`config.mk`:
```
export PLATFORM = sky130hd
export DESIGN_NAME = freq_meter_scheduler
export DESIGN_NICKNAME = d
export VERILOG_FILES = /design/src/rtl/freq_meter_scheduler.sv
export SDC_FILE = /design/constraint.sdc
export NUM_CORES = 1
export LEC_CHECK = 0
export CORE_MARGIN = 5
export CORE_UTILIZATION = 37
export DETAILED_ROUTE_END_ITERATION = 10
export HOLD_SLACK_MARGIN = 0.15
export PLACE_DENSITY = 0.57
export REMOVE_ABC_BUFFERS = 1
export SYNTH_ARGS = -nofsm -noshare
export SYNTH_HDL_FRONTEND = slang
export SYNTH_SLANG_ARGS = --single-unit
```
`constraint.sdc`:
```
create_clock -name clk -period 10.1 [get_ports clk]
set_input_delay 3.03 -clock clk [delete_from_list [all_inputs] [get_ports clk]]
set_output_delay 3.03 -clock clk [all_outputs]
set_load 0.1 [all_outputs]
```
`src/rtl/freq_meter_scheduler.sv`:
```
// freq_meter_scheduler: four-channel gated edge counter with a round-robin channel
// scheduler and an 8-bit processor port register window.
`default_nettype none

module freq_meter_scheduler #(
  parameter logic [7:0]  BASE        = 8'h00,
  parameter int unsigned GATE_CYCLES = 80_000_000
) (
  input  logic       clk,
  input  logic       rst,
  input  logic       pps,
  input  logic [3:0] in,
  input  logic [7:0] port_id,
  input  logic [7:0] out_port,
  input  logic       write_strobe,
  input  logic       read_strobe,
  output logic [7:0] in_port
);

  typedef enum logic [1:0] {IDLE = 2'd0, ARM = 2'd1, COUNT = 2'd2, STORE = 2'd3} state_t;

  localparam logic [31:0] GATE_LAST = 32'(GATE_CYCLES - 1);

  state_t      state;
  logic [1:0]  pps_sync;
  logic        pps_prev;
  logic [3:0]  in_s1, in_s2;
  logic        en, src, src_run;
  logic [3:0]  mask;
  logic [31:0] gate_cnt;
  logic [31:0] count;
  logic [1:0]  ch;
  logic        edge_prev;
  logic [31:0] result [4];
  logic [3:0]  ready;

  logic [7:0]  off;
  logic        ctrl_wr, int_tick, gate, abort, cur_in;
  logic [3:0]  rd_clr;
  logic [1:0]  nxt;

  function automatic logic [1:0] lowest_ch(input logic [3:0] m);
    logic [1:0] r;
    r = 2'd0;
    for (int k = 3; k >= 0; k--)
      if (m[k]) r = 2'(k);
    return r;
  endfunction

  // Next set bit strictly after cur, wrapping; falls back to cur when it is alone.
  function automatic logic [1:0] next_ch(input logic [1:0] cur, input logic [3:0] m);
    logic [1:0] r, c;
    r = cur;
    for (int k = 3; k >= 1; k--) begin
      c = cur + 2'(k);
      if (m[c]) r = c;
    end
    return r;
  endfunction

  assign off      = port_id - BASE;
  assign ctrl_wr  = write_strobe && (port_id == BASE);
  assign int_tick = (gate_cnt == GATE_LAST);
  assign gate     = src ? int_tick : (pps_sync[1] & ~pps_prev);
  assign abort    = !en || (src != src_run);
  assign cur_in   = in_s2[ch];
  assign nxt      = next_ch(ch, mask);

  always_comb begin
    rd_clr = 4'b0000;
    for (int n = 0; n < 4; n++)
      rd_clr[n] = read_strobe && (off == 8'(7 + 4 * n));
  end

  always_ff @(posedge clk or posedge rst) begin
    if (rst) begin
      pps_sync <= 2'b00;
      pps_prev <= 1'b0;
      in_s1    <= 4'h0;
      in_s2    <= 4'h0;
    end else begin
      pps_sync <= {pps_sync[0], pps};
      pps_prev <= pps_sync[1];
      in_s1    <= in;
      in_s2    <= in_s1;
    end
  end

  always_ff @(posedge clk or posedge rst) begin
    if (rst) begin
      en       <= 1'b0;
      src      <= 1'b0;
      mask     <= 4'h0;
      gate_cnt <= 32'd0;
    end else begin
      if (ctrl_wr) begin
        en   <= out_port[0];
        src  <= out_port[1];
        mask <= out_port[7:4];
      end
      if (ctrl_wr || int_tick) gate_cnt <= 32'd0;
      else                     gate_cnt <= gate_cnt + 32'd1;
    end
  end

  always_ff @(posedge clk or posedge rst) begin
    if (rst) begin
      state     <= IDLE;
      count     <= 32'd0;
      ch        <= 2'd0;
      edge_prev <= 1'b0;
      src_run   <= 1'b0;
      ready     <= 4'h0;
      for (int n = 0; n < 4; n++) result[n] <= 32'd0;
    end else begin
      ready <= ready & ~rd_clr;
      case (state)
        IDLE: begin
          if (en && (mask != 4'h0)) begin
            state   <= ARM;
            ch      <= lowest_ch(mask);
            src_run <= src;
          end
        end
        ARM: begin
          if (abort) state <= IDLE;
          else if (gate) begin
            state     <= COUNT;
            count     <= 32'd0;
            edge_prev <= cur_in;
          end
        end
        COUNT: begin
          if (abort) state <= IDLE;
          else if (gate) state <= STORE;
          else begin
            edge_prev <= cur_in;
            if (cur_in && !edge_prev && (count != 32'hFFFF_FFFF))
              count <= count + 32'd1;
          end
        end
        STORE: begin
          result[ch] <= count;
          // A coincident read-clear loses to the store.
          ready      <= (ready & ~rd_clr) | (4'b0001 << ch);
          count      <= 32'd0;
          ch         <= nxt;
          edge_prev  <= in_s2[nxt];
          state      <= ((mask == 4'h0) || abort) ? IDLE : COUNT;
        end
        default: state <= IDLE;
      endcase
    end
  end

  always_comb begin
    logic [7:0] idx;
    in_port = 8'h00;
    idx     = off - 8'd4;
    if (off == 8'd0)
      in_port = {(state != IDLE), 1'b0, ch, ready};
    else if (off == 8'd1)
      in_port = {mask, 2'b00, src, en};
    else if ((off >= 8'd4) && (off <= 8'd19))
      in_port = 8'(result[idx[3:2]] >> (8 * (3 - int'(idx[1:0]))));
  end

endmodule

`default_nettype wire
```
==> results of run 1 <==
-- cell type report --
cell class	count	share of cell area
multi-input combinational	615	0.412
clock buffer	37	0.0599
tap	384	0.0394
inverter	21	0.00707
timing repair buffer	43	0.0306
clock inverter	5	0.00205
sequential	219	0.449
-- per-stage QoR --
stage | hold slack (ps) | utilization | power [mW] | worst slack [ps] | area (um2)
after floorplan | 331 | - | 1.01 | 79.9 | 10600
final | 347 | 0.423 | 1.87 | 1190 | 12200
after CTS | 351 | 0.423 | 1.90 | 1170 | 12200
after detailed placement | 337 | 0.397 | 1.05 | 1180 | 11400
after global placement | 333 | 0.397 | 1.05 | 1200 | 11400
after global routing | 353 | 0.423 | 1.95 | 1060 | 12200
-- cell families (layout without fill, tap and decap cells) --
logic type	count (synthesis)	in the layout	share of synthesized area
simple gates	292	292	0.144
flops	219	219	0.503
mux	159	159	0.207
compound gates	122	122	0.0712
buf+inv	87	106	0.0371
xor+xnor	31	31	0.0249
fa+ha+maj	11	11	0.0126
-- sequential cells by signal, indices dropped and copies added, names as in the netlist, 2 cells and up --
register / count
ch: 2
count: 32
gate_cnt: 32
in_s1: 4
in_s2: 4
mask: 4
pps_sync: 2
ready: 4
result: 128
state: 2
-- power by group through the flow --
| stage | Clock (mW) | Sequential (mW) | Combinational (mW) |
|---|---|---|---|
| after CTS | 0.864 | 0.917 | 0.119 |
| after global placement | 0 | 0.932 | 0.117 |
| after global routing | 0.898 | 0.920 | 0.132 |
| after detailed placement | 0 | 0.933 | 0.118 |
| final | 0.837 | 0.918 | 0.116 |
| after floorplan | 0 | 0.928 | 0.0791 |
-- layer usage --
metal  track usage  vias up
met1         0.221     3737
met5             0        -
li1              -     3403
met2         0.244      119
met3        0.0192       24
met4        0.0210        0
-- critical path: stages --
cell	delay, ps
clkdlybuf4s50_1	510
inv_1	90
ha_2	330
buf_4	330
mux4_2	560
mux4_2	530
inv_1	120
o21ai_0	90
buf_4	260
-- worst max-delay path by stage --
| stage | to | cells after the start | slack (ps) |
|---|---|---|---|
| 2_1_floorplan | in_port[3] | 6 | 80 |
| 4_1_cts | in_port[2] | 9 | 1170 |
| 3_5_place_dp | in_port[2] | 9 | 1180 |
| 6_report | in_port[2] | 9 | 1190 |
| 5_1_grt | in_port[2] | 9 | 1060 |
| 3_3_place_gp | in_port[2] | 9 | 1200 |
-- synth_stat cells, types with 2 or more instances --
cell	n
nand4b_1	2
nand2_1	75
o21ai_0	43
and3_1	15
a21oi_1	30
mux4_2	42
o211ai_1	8
buf_4	4
buf_2	19
and2_1	3
inv_1	21
clkbuf_1	35
o22ai_1	8
nor2b_1	4
o31a_1	2
o31ai_1	13
nand3_1	32
mux2_2	111
o221ai_1	2
and4_1	6
nor4_1	7
xor2_1	22
nand4_1	32
o41ai_1	2
or3_1	11
o21a_1	4
nor4bb_1	2
nand3b_1	2
nor4_2	2
mux2i_1	6
nor4b_1	2
a31o_2	2
buf_6	5
nor2_1	53
ha_1	11
and4_4	4
nor3_1	12
nand2b_1	4
buf_1	2
or4_1	15
dfrtp_1	219
xnor2_1	9
==> flow_metrics.env, run 1 <==
export IMPL_setup_viol=0
export IMPL_post_synth_inst_count=921
export IMPL_io_pins=33
export IMPL_grt_max_degree=82
export IMPL_cap_violations=0
export IMPL_start_util=0.377
export IMPL_cts_resized=0
export IMPL_p_leak_nw=5.36
export IMPL_numCtsBuffers=24
export IMPL_slew_headroom=0.315
export IMPL_switching_power_uw=433
export IMPL_die_area_um2=33000
export IMPL_fmax_mhz=112
export IMPL_p_per_area_nw_per_um2=153
export IMPL_dp_cells=1282
export IMPL_pwr_share_clk=0.448
export IMPL_wl_met2_um=11900
export IMPL_synth_cell_area_um2=10900
export IMPL_path_max_fanout=19
export IMPL_fin_cells=1324
export IMPL_diodes=0
export IMPL_syn_area_per_cell_um2=11.8
export IMPL_clock_root_buffer="clkbuf_16"
export IMPL_gr_total_overflow=0
export IMPL_setup_worst_path_end_class="output pin"
export IMPL_p_sw_frac=0.231
export IMPL_min_path_type="register to register"
export IMPL_yosysTopAreaCell="dfrtp_1"
export IMPL_tightest_slew_ps=1030
export IMPL_rsz0062_at_grt="no"
export IMPL_cts_tree="yes"
export IMPL_hold_start="in_s1[2]"
export IMPL_grt_pass1_wl_um=40700
export IMPL_comb_power_share=0.062
export IMPL_hold_viol_final=0
export IMPL_wl_met1_um=12000
export IMPL_yosysWarnings=0
export IMPL_r2r_start="ch[1]"
export IMPL_antenna_found_initial=0
export IMPL_place_hpwl_um=16500
export IMPL_cts_sinks=219
export IMPL_insertion_delay_ps=520
export IMPL_p_int_mw=1.44
export IMPL_vias_per_cell=5.50
export IMPL_nFillCells=2750
export IMPL_final_nets=960
export IMPL_r2r_slack_ps=7220
export IMPL_drt_drc_violations_left=0
export IMPL_final_antenna_net_count=0
export IMPL_irDropWorstVdd_mv=0.101
export IMPL_period_minus_slack_ps=8910
export IMPL_grt_pass1_vias=7237
export IMPL_numPortBuffers=30
export IMPL_reg2regPathDepth=8
export IMPL_power_frac_seq=0.490
export IMPL_drive_gt1_frac=0.250
export IMPL_fin_skew_ps=25.0
export IMPL_crit_type="input pin to output pin"
export IMPL_dr_wl_met3_um=820
export IMPL_status="complete, no violations"
export IMPL_row_count=62
export IMPL_die_width_um=182
export IMPL_arrival_ps=5880
export IMPL_cts_max_level=1
export IMPL_yosysUniqueCellTypes=60
export IMPL_wirelength_um=25000
export IMPL_ys_ff_latch=219
export IMPL_drt_initial_drc_count=471
export IMPL_finalCritPeriodShare=0.882
export IMPL_firstDrtPassIters=5
export IMPL_async_flop_share=1.00
export IMPL_synth_top_cell_area_share=0.503
export IMPL_min_path_cells=0
export IMPL_routedWlPerCell_um=18.9
export IMPL_area_delta_synth_final_pct=12.1
export IMPL_layout_commonest_cell="dfrtp_1"
export IMPL_cts_post_setup_buffers_inserted=0
export IMPL_crit_path_start_kind="input pin"
export IMPL_fp_dieH_um=182
export IMPL_maxSlewViolCount=0
export IMPL_crit_path_start="port_id[3]"
export IMPL_ys_seq_area_frac=0.503
export IMPL_coreArea_um2=28900
export IMPL_grt_usage=0.150
export IMPL_layout_common_cells="dfrtp_1 (219), mux2_2 (111), nand2_1 (75)"
export IMPL_final_setup_tns_ps=0
export IMPL_synth_area_leaders="dfrtp_1 (50%), mux2_2 (11%), mux4_2 (8.7%), nand2_1 (2.6%), o21ai_0 (2.0%)"
export IMPL_regToRegEndpoint="edge_prev"
export IMPL_synth_edf_count=0
export IMPL_place_gp_congestion=0.842
export IMPL_postCtsHoldBufs=0
export IMPL_ctsLongestPathBuffers=3
export IMPL_vias=7283
export IMPL_clk_pin_slew_ps=60
export IMPL_regArea_um2=5480
export IMPL_top_layer_used="met4"
export IMPL_multi_input_area_um2=5030
export IMPL_cp_data_required_time_ps=7070
export IMPL_synthFlopType="dfrtp_1"
export IMPL_worst_hold_path_endpoint="in_s2[2]"
(Power assumes the default switching activity.)
==> inputs of run 2 (changes only) <==
Settings changed: CTS_BUF_LIST set to sky130_fd_sc_hd__clkbuf_16.
==> flow_metrics.env, run 2 (synthesis results as in run 1) <==
export IMPL_status="complete, no violations"
export IMPL_min_path_type="register to register"
export IMPL_grt_max_degree=82
export IMPL_drt_initial_drc_count=459
export IMPL_crit_buf_inv=5
export IMPL_diodes=0
export IMPL_crit_family="buffers and inverters"
export IMPL_finish_utilization=0.421
export IMPL_reg2regPathDepth=8
export IMPL_top_regs="result: 128 flops, count: 32 flops, gate_cnt: 32 flops"
export IMPL_drive_gt1_frac=0.244
export IMPL_period_minus_slack_ps=8910
export IMPL_ctsLongestPathBuffers=3
export IMPL_p_per_area_nw_per_um2=150
export IMPL_cts_sinks=219
export IMPL_place_hpwl_um=16500
export IMPL_cts_max_level=1
export IMPL_p_leak_nw=5.35
export IMPL_fmax_mhz=112
export IMPL_firstDrtPassIters=4
export IMPL_arrival_ps=5880
export IMPL_setup_viol=0
export IMPL_finalCritPeriodShare=0.882
export IMPL_postCtsHoldBufs=0
export IMPL_irDropWorstVdd_mv=0.100
export IMPL_finalPower_mw=1.82
export IMPL_drt_drc_violations_left=0
export IMPL_path_max_fanout=19
export IMPL_routedWlPerCell_um=18.9
export IMPL_antenna_found_initial=0
export IMPL_maxSlewViolCount=0
export IMPL_crit_chain="clkdlybuf4s50_1, inv_1, ha_2, buf_4, mux4_2, mux4_2, inv_1, o21ai_0, buf_4"
export IMPL_tightest_slew_ps=1030
export IMPL_cp_data_required_time_ps=7070
export IMPL_largest_reg_flops=128
export IMPL_cpPeakStageDelay_ps=560
export IMPL_grt_pass1_wl_um=40700
export IMPL_die_area_um2=33000
export IMPL_vias=7290
export IMPL_start_util=0.377
export IMPL_io_pins=33
export IMPL_layout_commonest_cell="dfrtp_1"
export IMPL_numPortBuffers=30
export IMPL_cts_tree="yes"
export IMPL_clk_pin_slew_ps=60
export IMPL_largest_register="result"
export IMPL_grt_usage=0.150
export IMPL_clock_root_buffer="clkbuf_16"
export IMPL_final_setup_tns_ps=0
export IMPL_hold_viol_final=0
export IMPL_vias_per_cell=5.51
export IMPL_coreArea_um2=28900
export IMPL_place_gp_congestion=0.842
export IMPL_fp_dieH_um=182
export IMPL_dp_cells=1282
export IMPL_row_count=62
export IMPL_setup_worst_path_end_class="output pin"
export IMPL_insertion_delay_ps=520
export IMPL_area_delta_synth_final_pct=11.5
export IMPL_numCtsBuffers=24
export IMPL_fin_skew_ps=24.1
export IMPL_crit_path_start_kind="input pin"
export IMPL_crit_type="input pin to output pin"
export IMPL_wirelength_um=25000
export IMPL_final_antenna_net_count=0
export IMPL_cap_violations=0
export IMPL_min_path_cells=0
export IMPL_gr_total_overflow=0
export IMPL_layout_common_cells="dfrtp_1 (219), mux2_2 (111), nand2_1 (75)"
export IMPL_cts_post_setup_buffers_inserted=0
export IMPL_rsz0062_at_grt="no"
export IMPL_cp_depth=9
export IMPL_fin_cells=1324
export IMPL_die_width_um=182
export IMPL_cts_resized=0
export IMPL_crit_slowest_cell="mux4_2"
export IMPL_grt_pass1_vias=7225
export IMPL_slew_headroom=0.312
export IMPL_final_nets=960
==> run 2: cell types whose count changed in the layout (fill, tap and decap cells not counted), sizes merged <==
| cell | change |
|---|---|
| clkbuf | -12 |
| clkinv | +6 |
| inv | +6 |
==> run 2: layout make-up <==
| cell class | instances | area [um2] |
|---|---|---|
| timing repair buffer | 43 | 373 |
| tap | 384 | 480 |
| fill | 2761 | 16700 |
| clock buffer | 25 | 626 |
| inverter | 21 | 86.3 |
| sequential | 219 | 5480 |
| multi-input combinational | 615 | 5030 |
| clock inverter | 17 | 70.1 |
==> run 2: worst reg2reg max path, stage by stage (launching register included) <==
cell and delay [ps]:
dfrtp_1 580, inv_1 160, ha_1 390, mux2_2 350, o22ai_1 110, nor2_1 50
a21oi_1 220, mux4_2 540, a311o_1 360
==> run 2: routing by layer <==
metal / wire length, um / vias to the layer above / share of wire / track usage
li1: - / 3404 / - / -
met1: 12100 / 3754 / 0.48 / 0.220
met2: 12000 / 108 / 0.48 / 0.244
met3: 665 / 24 / 0.027 / 0.0192
met4: 350 / 0 / 0.014 / 0.0210
met5: 0 / - / 0 / 0
==> run 2: per-stage QoR <==
step	cell area, um2	setup WS, ps	hold WS (ps)
2_1_floorplan	10600	79.9	331
3_3_place_gp	11400	1200	333
3_5_place_dp	11400	1180	337
4_1_cts	12100	1170	351
5_1_grt	12100	1060	353
6_report	12100	1190	348
==> run 2: where the power goes <==
part | leakage [nW] | internal, mW | switching (mW)
combinational | 1.98 | 0.0467 | 0.0689
clock | 0.369 | 0.443 | 0.342
sequential | 3.00 | 0.896 | 0.0209
==> run 2: path summary, 6_finish.rpt <==
kind | startpoint | slack (ps) | end
worst max-delay path | port_id[3] | 1190 | in_port[2]
worst min-delay path | in_s1[2] | 350 | in_s2[2]
worst max register to register | ch[1] | 7230 | edge_prev
worst min register to register | in_s1[2] | 350 | in_s2[2]
max in group asynchronous | rst | 5740 | mask[1]
min in group asynchronous | rst | 2950 | result[91]
==> inputs of run 3 (changes only) <==
Settings changed: HOLD_SLACK_MARGIN 0.15 to unset.
==> results of run 3 <==
Final layout, timing and power as in run 2 (identical DEF).
